File: config.mk
export PLATFORM = sky130hd
export DESIGN_NAME = uart_rx_fifo
export DESIGN_NICKNAME = d
export VERILOG_FILES = /design/src/rtl/uart_pkg.sv /design/src/rtl/uart_sync2.sv /design/src/rtl/uart_rx_fifo.sv
export SDC_FILE = /design/constraint.sdc
export NUM_CORES = 1
export LEC_CHECK = 0
export BUFFER_PORTS_ARGS = -buffer_cell sky130_fd_sc_hd__buf_2
export CAP_MARGIN = 20
export CORE_UTILIZATION = 60
export CTS_CLUSTER_SIZE = 40
export DETAILED_ROUTE_END_ITERATION = 10
export PLACE_DENSITY = 0.78
export RECOVER_POWER = 25
export SYNTH_ARGS = -nofsm -noshare
export SYNTH_HDL_FRONTEND = slang
export SYNTH_SLANG_ARGS = --single-unit
File: constraint.sdc
create_clock -name clk -period 3.4 [get_ports clk]
set_clock_uncertainty 0.15 [all_clocks]
set_input_delay 0.17 -clock clk [delete_from_list [all_inputs] [get_ports clk]]
set_output_delay 0.17 -clock clk [all_outputs]
set_load 0.03 [all_outputs]
File: src/rtl/uart_pkg.sv
// uart_pkg: shared UART receive FIFO defaults and the count-width helper.
package uart_pkg;
  localparam int DATA_BITS_DEF = 8;
  localparam int DEPTH_DEF = 16;
  function automatic int cnt_w(input int depth);
    return $clog2(depth) + 1;
  endfunction
  localparam int CNT_W_DEF = cnt_w(DEPTH_DEF);
endpackage

File: src/rtl/uart_sync2.sv
// uart_sync2: two-flop synchronizer with asynchronous active-low reset.
module uart_sync2 (
  input  logic clk,
  input  logic reset,
  input  logic d,
  output logic q
);
  logic s1_q, s2_q;
  always_ff @(posedge clk or negedge reset)
    if (!reset) {s2_q, s1_q} <= '0;
    else {s2_q, s1_q} <= {s1_q, d};
  assign q = s2_q;
endmodule

File: src/rtl/uart_rx_fifo.sv
// uart_rx_fifo: FWFT FIFO capturing one UART character per rx_done rising edge.
// Define UART_RXF_ERR_EN to store a per-entry parity error bit and drive rd_err.
module uart_rx_fifo
  import uart_pkg::*;
#(
  parameter int DATA_BITS = DATA_BITS_DEF,
  parameter int DEPTH = DEPTH_DEF
) (
  input  logic                       clk,
  input  logic                       reset,
  input  logic                       rx_done,
  input  logic [DATA_BITS-1:0]       rx_dout,
  input  logic                       correct,
  input  logic                       rd_en,
  output logic [DATA_BITS-1:0]       rd_data,
  output logic                       rd_err,
  output logic                       empty,
  output logic                       full,
  output logic [cnt_w(DEPTH)-1:0]    count,
  output logic                       overflow,
  input  logic                       ovf_clr
);
  localparam int PW = $clog2(DEPTH);
  localparam int CW = cnt_w(DEPTH);
`ifdef UART_RXF_ERR_EN
  localparam int EW = DATA_BITS + 1;
`else
  localparam int EW = DATA_BITS;
`endif
  logic [EW-1:0] mem_q [DEPTH];
  logic [EW-1:0] wr_ent;
  logic [PW-1:0] wr_ptr_q, wr_ptr_d, rd_ptr_q, rd_ptr_d;
  logic [CW-1:0] count_q, count_d;
  logic ovf_q, ovf_d, dly_q, dly_d, sync_out, wr, rd, do_wr, drop;
  uart_sync2 u_sync (.clk(clk), .reset(reset), .d(rx_done), .q(sync_out));
  assign empty = count_q == '0;
  assign full = count_q == CW'(DEPTH);
  assign count = count_q;
  assign overflow = ovf_q;
  assign rd_data = empty ? '0 : mem_q[rd_ptr_q][DATA_BITS-1:0];
`ifdef UART_RXF_ERR_EN
  assign wr_ent = {~correct, rx_dout};
  assign rd_err = empty ? 1'b0 : mem_q[rd_ptr_q][DATA_BITS];
`else
  logic unused_correct;
  assign unused_correct = correct;
  assign wr_ent = rx_dout;
  assign rd_err = 1'b0;
`endif
  // A full FIFO still accepts a write when the same edge pops.
  always_comb begin
    wr = sync_out & ~dly_q;
    rd = rd_en & ~empty;
    do_wr = wr & (~full | rd);
    drop = wr & full & ~rd;
    dly_d = sync_out;
    wr_ptr_d = do_wr ? wr_ptr_q + 1'b1 : wr_ptr_q;
    rd_ptr_d = rd ? rd_ptr_q + 1'b1 : rd_ptr_q;
    count_d = count_q + CW'(do_wr) - CW'(rd);
    ovf_d = drop | (ovf_q & ~ovf_clr);
  end
  always_ff @(posedge clk or negedge reset)
    if (!reset) begin
      dly_q <= 1'b0;
      wr_ptr_q <= '0;
      rd_ptr_q <= '0;
      count_q <= '0;
      ovf_q <= 1'b0;
    end else begin
      dly_q <= dly_d;
      wr_ptr_q <= wr_ptr_d;
      rd_ptr_q <= rd_ptr_d;
      count_q <= count_d;
      ovf_q <= ovf_d;
    end
  always_ff @(posedge clk)
    if (do_wr) mem_q[wr_ptr_q] <= wr_ent;
endmodule

# [Word level (Yosys, flattened, before mapping)]
# Memories as Yosys holds them, arrays and structs flattened.
# Index checks and enable logic that the tools add are counted.
[totals] reg_bits=17 ram_bits=128 word_cells=30 memories=1
[mem_list] name="mem_q" words=16 width=8 read_ports=1 rd_ports_with_merged_regs=0 write_ports=1 line="uart_rx_fifo.sv:30" rtl="logic [EW-1:0] mem_q [DEPTH];"
[op_classes] n_addsub=4 reduce_logical=1 n_bitwise=13 n_eq_ne=1 mux=3
[ops] operator="$add A4 B1 Y4 const B" n=2
[ops] operator="$mux W8" n=1
[ops] operator="$and A1 B1 Y1" n=6
[ops] operator="$add A5 B1 Y5" n=1
[ops] operator="$eq A5 B5 Y1 const B" n=1
[ops] operator="$logic_not A5 Y1" n=1
[ops] operator="$not A1 Y1" n=5
[ops] operator="$sub A5 B1 Y5" n=1
[ops] operator="$mux W1" n=2
[ops] operator="$or A1 B1 Y1" n=2

# [Depth between registers and ports, before layout]
# Gate-level depths: netlist (run 1).
[depth] depth_word=7 depth_mapped=12 mapped_depth_nobuf=12

# [Hierarchy]
# A second synthesis (run 1) with hierarchy kept.
[unflattened] cells_unflattened=300 hier_area_um2=5945.7
[by_module_without_submodules] mod="uart_rx_fifo" area_per_inst_um2=5895.7 instances=1 cells_per_inst=298
[by_module_without_submodules] mod="uart_sync2" area_per_inst_um2=50.0 instances=1 cells_per_inst=2

# [Worst setup path after synthesis (run 1)]
# OpenSTA, ideal clock, no wires.
[synth_path] path_type="register -> register" startpoint="register count_q[3] (netlist: count[3])" endpoint="register count_q[4] (netlist: count[4])" setup_time_ns=0.123 synth_period_minus_slack_ns=3.094 required_ns=3.127 path_stages_with_launch=13 path_slack_ns=0.306 path_buffers=0 arrival_time_ns=2.821 path_cell_list="dfrtp_1 inv_1 ha_1 nor4b_4 nor2_1 nand2_1 o21ai_0 ha_1 fa_1 a21oi_1 nor2_1 nor2_1 xnor2_1"
[synth_via] elab_chain_len=7 word_cells_on_any_way=9 cone_classes="2 x add/sub; 1 x eq/ne; 5 x bitwise; 1 x reduce/logical"
[synth_rtl] item="start, declared" line="uart_rx_fifo.sv:33" rtl="logic [CW-1:0] count_q, count_d;"
[synth_rtl] item="start signal, assigned" line="uart_rx_fifo.sv:73" rtl="count_q <= count_d;"
[synth_rtl] item="$logic_not A5 Y1 (*)" line="uart_rx_fifo.sv:36" rtl="assign empty = count_q == '0;"
[synth_rtl] item="named net empty" line="uart_rx_fifo.sv:17" rtl="output logic empty,"
[synth_rtl] item="$not A1 Y1 (*)" line="uart_rx_fifo.sv:53" rtl="rd = rd_en & ~empty;"
[synth_rtl] item="$and A1 B1 Y1 (*)" line="uart_rx_fifo.sv:53"
[synth_rtl] item="$or A1 B1 Y1" line="uart_rx_fifo.sv:54" rtl="do_wr = wr & (~full | rd);"
[synth_rtl] item="$and A1 B1 Y1" line="uart_rx_fifo.sv:54"
[synth_rtl] item="$add A5 B1 Y5" line="uart_rx_fifo.sv:59" rtl="count_d = count_q + CW'(do_wr) - CW'(rd);"
[synth_rtl] item="$sub A5 B1 Y5 (*)" line="uart_rx_fifo.sv:59"
[synth_rtl] item="named net count_d[4]" line="uart_rx_fifo.sv:33"
# Mark *: on every way through the listed nets, which the timed path passes. The rest lies on a longest branch.
# A chain may end at the register's enable or synchronous reset.

# [Worst setup path after layout (run 1)]
[layout_path] startpoint="register rd_ptr_q[1]" endpoint="output rd_data[1]"
[layout_via] elab_chain_len=2
[layout_rtl] item="start, declared" line="uart_rx_fifo.sv:32" rtl="logic [PW-1:0] wr_ptr_q, wr_ptr_d, rd_ptr_q, rd_ptr_d;"
[layout_rtl] item="start signal, assigned" line="uart_rx_fifo.sv:72" rtl="rd_ptr_q <= rd_ptr_d;"
[layout_rtl] item="$mem_v2 Z16 W8"
[layout_rtl] item="$mux W8" line="uart_rx_fifo.sv:40" rtl="assign rd_data = empty ? '0 : mem_q[rd_ptr_q][DATA_BITS-1:0];"
[layout_rtl] item="end, declared" line="uart_rx_fifo.sv:15" rtl="output logic [DATA_BITS-1:0] rd_data,"
# Every way passes these cells.

==> results of run 1 <==
-- worst max-delay path by stage --
stage	start	to	slack, ns	cells past startpoint
floorplan	count[3]	count[4]	0.31	12
global placement	count[2]	count[4]	0.71	12
detailed placement	count[2]	count[4]	0.59	12
CTS	rd_ptr_q[1]	rd_data[1]	0.27	6
global route	rd_ptr_q[1]	rd_data[3]	0.14	6
finish	rd_ptr_q[1]	rd_data[1]	0.32	6
-- flip-flops by register name, summed over array words and instances (netlist names) --
name	cells
mem_q	128
u_sync.q	1
dly_q	1
rd_ptr_q	4
wr_ptr_q	4
overflow	1
u_sync.s1_q	1
count	5
-- final cells by class --
| type | instances | area (um^2) |
|---|---|---|
| clock buffer | 17 | 414 |
| inverter | 8 | 30.0 |
| sequential | 145 | 4270 |
| multi-input combinational | 130 | 1520 |
| fill | 531 | 2480 |
| tap | 129 | 161 |
| timing repair buffer | 54 | 375 |
| clock inverter | 15 | 161 |
-- synth_stat cells, drive strengths merged --
cell type / count / share of area
xnor2: 5 / 0.0074
nand3: 5 / 0.0042
buf: 14 / 0.019
nor4b: 1 / 0.0040
nand2: 3 / 0.0019
fa: 1 / 0.0034
nor4: 1 / 0.0011
inv: 8 / 0.0051
o21ai: 1 / 0.00084
nor3: 1 / 0.00084
xor2: 5 / 0.0074
and4bb: 1 / 0.0021
and3: 4 / 0.0042
nand2b: 1 / 0.0011
edfxtp: 128 / 0.65
nor2: 10 / 0.0063
nor3b: 1 / 0.0013
mux4: 32 / 0.13
o22ai: 1 / 0.0011
dfrtp: 17 / 0.072
mux2: 2 / 0.0038
a211oi: 16 / 0.020
nor2b: 8 / 0.0084
mux2i: 8 / 0.013
clkbuf: 3 / 0.0021
nand4: 1 / 0.0011
a21oi: 2 / 0.0017
ha: 10 / 0.021
conb: 1 / 0.00063
and2: 7 / 0.0074
a21o: 2 / 0.0025
-- kinds of logic after synthesis --
logic type      share of synthesized area
fa+ha+maj                          0.0244
other cells                      0.000631
simple gates                       0.0438
xor+xnor                           0.0147
buf+inv                            0.0261
compound gates                     0.0263
mux                                 0.146
flops                               0.718
-- metal layers --
layer  global-route usage  vias up
met5                    0        -
met4                0.101        0
met2                0.387      108
met3               0.0725       24
li1                     -     1319
met1                0.289     1503
-- report_power, final --
part	total (mW)	internal (mW)	leakage [nW]	switching [mW]
sequential	2.31	2.11	1.35	0.201
clock	1.77	1.05	0.268	0.720
combinational	1.80	0.802	0.826	0.993
total	5.87	3.96	2.45	1.91
-- what timing repair did --
action,in CTS,in global routing
setup endpoints to repair,0,0
gates resized for setup,0,0
hold endpoints to repair,148,0
hold buffers,14,0
-- placed cells by master (no fill, tap or decap), types with 6 or more instances in the layout --
| cell type | count |
|---|---|
| and2_1 | 7 |
| buf_2 | 22 |
| mux4_2 | 20 |
| ha_1 | 10 |
| clkbuf_16 | 16 |
| dfrtp_1 | 17 |
| buf_4 | 11 |
| nor2_1 | 10 |
| dlygate4sd3_1 | 14 |
| mux4_1 | 12 |
| nor2b_1 | 8 |
| a211oi_1 | 16 |
| inv_1 | 8 |
| clkbuf_1 | 6 |
| mux2i_1 | 8 |
| edfxtp_1 | 128 |
-- stage by stage --
step	utilization	total power, mW
final	0.736	5.87
after detailed placement	0.661	4.14
after CTS	0.737	5.91
after global routing	0.736	6.15
after floorplan	-	3.71
after global placement	0.661	4.07
==> results.cfg, run 1 <==
[clocking]
clk_pin_slew_ns = 0.06
clock_tree.root_cell = clkbuf_8
numCtsBuffers = 17
post_cts_buffers = 0
tritoncts = built
clk_latency_ns = 0.51
clock-sinks = 145
htree_levels = 4
clk_path_buf_depth = 2

[sta]
finalSetupTns_ns = 0
hold_ws_ns = 0.153
max_freq_mhz = 325
post-route-period-util = 0.906
period_needed_ns = 3.08
final-setup-viol-count = 0
worst_pin_slew_ns = 0.805
rsz0062_at_grt = no
slew_viol_final = 0
fin_ws_ns = 0.321
worst_slew_margin_rel = 0.461
hold_viol = 0

[setup_path]
cp_cell_sequence = buf_4 > mux4_1 > nor2b_1 > a211oi_1 > a211oi_1 > buf_2
reg2reg_from = count[2]
rr_endpoint = count[4]
slowest_delay_ns = 0.60
criticalPathCategory = register to output port
cp.arrival_ns = 2.76
cp_common_cell = a211oi_1
crit_path_end_kind = output port
critPathMaxFanout = 12
cpLargestDelayFamily = flip-flops
reg2regPathDepth = 12
cpMaxStageDelayCell = dfrtp_1
start_kind = register
r2r_slack_ns = 0.58
worstPathBufferInverterCount = 2
critPathRequiredTime_ns = 3.08

[drt]
wl_met2_um = 5470
dr.first_iter.drc_count = 178
vias = 2954
wl_per_cell_um = 21.2
drc = 0
wl_um = 10600
dr.max_layer_used = met4
vias_per_cell = 5.93
firstDrtPassIters = 4
wl_met1_um = 4200
dr_wl_met3_um = 658
route.antenna.remaining_nets = 0

[grt]
grt_max_degree = 29
grt_pass1_vias = 3104
grt_pass1_wl_um = 16600
grt_antenna_before_repair = 0
grt_overflow = 0
grt_usage = 0.234

[logic_synthesis]
syn_avg_cell_area_um2 = 19.8
ys_types = 36
syn_area_um2 = 5950
ys_warn_count = 0
synth_seq_cells = 145
synth-seq-area-share = 0.718
syn_nets = 325
synth_cells = 300

[cells_and_area]
post-route-cell-area_um2 = 6930
drive_gt1_frac = 0.238
n_antenna_cell = 0
fin_nets = 381
area_delta_synth_final_pct = 16.6
stdcell_count = 498

[worst_hold_path]
hp-start = rx_done
whs_path_depth = 2
hold_end = u_sync.s1_q
hp-class = input port to register

[place]
dp_hpwl_um = 6560
placed_area_um2 = 6220
dp_cells = 452
dp_slack_ns = 0.592
port_buffers = 28
place_congestion = 0.711

[power_and_ir_drop]
leakagePower_nw = 2.45
powerDensity_nw_per_um2 = 847
peakVddDrop_v = 0.000564

[die]
die_h_um = 102
rows = 35
initial_utilization = 0.631
die_x_um = 102
dieArea_um2 = 10300
core-area_um2 = 9420
io_pins = 31

[job]
cap_violations = 0

[status]
status = finished clean
(Power assumes the default switching activity.)
==> run 2, diff against run 1 <==
--- a/config.mk
+++ b/config.mk
@@ -5,12 +5,13 @@
 export SDC_FILE = /design/constraint.sdc
 export NUM_CORES = 1
 export LEC_CHECK = 0
+export ABC_AREA = 1
 export BUFFER_PORTS_ARGS = -buffer_cell sky130_fd_sc_hd__buf_2
 export CAP_MARGIN = 20
-export CORE_UTILIZATION = 60
+export CORE_UTILIZATION = 61
 export CTS_CLUSTER_SIZE = 40
 export DETAILED_ROUTE_END_ITERATION = 10
-export PLACE_DENSITY = 0.78
+export PLACE_DENSITY = 0.79
 export RECOVER_POWER = 25
 export SYNTH_ARGS = -nofsm -noshare
 export SYNTH_HDL_FRONTEND = slang
==> run 2 against run 1 <==
Effect of this change:
- final cell count is 44% higher
- maximum frequency is 3.3% higher
- largest power group unchanged
- synthesized area rose by 2.8%
- largest cell class unchanged
- critical path type unchanged
- clock power grew 3%
==> results.cfg, run 2 <==
[cells_and_area]
final_common_cell = nand2_1
largest_reg_flops = 128
drive_gt1_frac = 0.109
n_antenna_cell = 0
stdcell_count = 718
post-route-util = 0.721
post-route-cell-area_um2 = 7020
area_delta_synth_final_pct = 14.8
most-common-layout-cells = nand2_1 (180), edfxtp_1 (128), nand3_1 (104)
largest_register = mem_q
fin_nets = 597

[clocking]
cts-resized-gates = 0
htree_levels = 4
numCtsBuffers = 17
tritoncts = built
clock-sinks = 145
clk_pin_slew_ns = 0.07
clk_latency_ns = 0.54
clk_path_buf_depth = 2
clock_tree.root_cell = clkbuf_8

[place]
place_congestion = 0.812
placed_area_um2 = 6280
port_buffers = 28
dp_slack_ns = 0.809
dp_hpwl_um = 7770
dp_cells = 672

[logic_synthesis]
synth_ff_type = edfxtp_1
yosys-top-cells-area = edfxtp_1 (63%), nand2_1 (11%), nand3_1 (8.5%)
syn_area_um2 = 6110
synth-seq-area-share = 0.699
synth_edf_count = 128
yosysTopAreaCell = edfxtp_1
ys_types = 20
async_reset_ff_frac = 0.117
synth_seq_cells = 145
synth_common_cells = nand2_1 (180), edfxtp_1 (128), nand3_1 (104)
ys_warn_count = 0
yosysMostFrequentCell = nand2_1
yosysTopAreaCellShare = 0.629
synth_cells = 532
syn_nets = 557
syn_avg_cell_area_um2 = 11.5

[die]
die_x_um = 102
io_pins = 31
die_h_um = 102
initial_utilization = 0.628
rows = 36
dieArea_um2 = 10400
core-area_um2 = 9730

[drt]
dr.first_iter.drc_count = 314
firstDrtPassIters = 5
drc = 0
vias_per_cell = 5.74
route.antenna.remaining_nets = 0
wl_um = 13500
wl_per_cell_um = 18.9
vias = 4124

[job]
cap_violations = 0

[sta]
worst_pin_slew_ns = 0.839
finalSetupTns_ns = 0
fin_ws_ns = 0.419
post-route-period-util = 0.877
period_needed_ns = 2.98
hold_ws_ns = 0.128
final-setup-viol-count = 0
rsz0062_at_grt = no
max_freq_mhz = 335
hold_viol = 0
worst_slew_margin_rel = 0.439
slew_viol_final = 0

[setup_path]
crit_path_end_kind = output port
critPathRequiredTime_ns = 3.08
critPathMaxFanout = 61
criticalPathCategory = register to output port
cp.arrival_ns = 2.66
start_kind = register

[power_and_ir_drop]
powerDensity_nw_per_um2 = 904
leakagePower_nw = 2.74
total_power_mw = 6.35
peakVddDrop_v = 0.000757

[grt]
grt_antenna_before_repair = 0
grt_max_degree = 62
grt_pass1_wl_um = 20400
grt_pass1_vias = 3962
grt_usage = 0.278
grt_overflow = 0

[status]
status = finished clean

[worst_hold_path]
hp-class = input port to register
[run 2: area by class of cell]
| type | count | area [um^2] |
|---|---|---|
| sequential | 145 | 4270 |
| fill | 625 | 2710 |
| multi-input combinational | 341 | 1580 |
| clock buffer | 24 | 546 |
| timing repair buffer | 47 | 323 |
| tap | 133 | 166 |
| inverter | 20 | 75.1 |
| clock inverter | 8 | 57.6 |
[run 2: routing by layer]
layer	wire length, um	vias to the layer above	track usage
li1	-	1907	-
met5	0	-	0
met4	406	0	0.149
met2	6940	203	0.474
met3	1020	39	0.0547
met1	5180	1975	0.336
[run 2: logic make-up after synthesis]
group           synth area share
compound gates            0.0117
xor+xnor                  0.0129
fa+ha+maj                 0.0238
buf+inv                   0.0428
flops                      0.699
other cells             0.000614
simple gates               0.210
[run 2: worst paths after layout]
| kind | slack, ns | startpoint | depth (start not counted) | end |
|---|---|---|---|---|
| worst max register to register | 0.78 | count[2] | 15 | count[4] |
| worst min-delay path | 0.13 | rx_done | 2 | u_sync.s1_q |
| worst max-delay path | 0.42 | rd_ptr_q[0] | 9 | rd_data[7] |
| max in group asynchronous | 1.94 | reset | 3 | rd_ptr_q[0] |
| min in group asynchronous | 0.62 | reset | 3 | count[2] |
| worst min register to register | 0.21 | u_sync.s1_q | 0 | u_sync.q |
[run 2: critical path: stages (launching register included)]
cell and delay, ns:
dfrtp_2 0.66, inv_2 0.22, buf_12 0.28, nand2_1 0.09, nand3_1 0.08, nand3_1 0.13
nand2_1 0.13, nand2_1 0.06, a21oi_1 0.19, buf_2 0.24
[run 2: power breakdown]
part	total [mW]	switching (mW)	internal, mW
Sequential	2.26	0.159	2.10
Combinational	2.25	1.60	0.657
Clock	1.83	0.713	1.12
[run 2: repair_timing]
item / 4_1_cts / 5_1_grt
endpoints found under the hold margin: 153 / 0
hold buffers: 14 / 0
setup buffers: 0 / 0
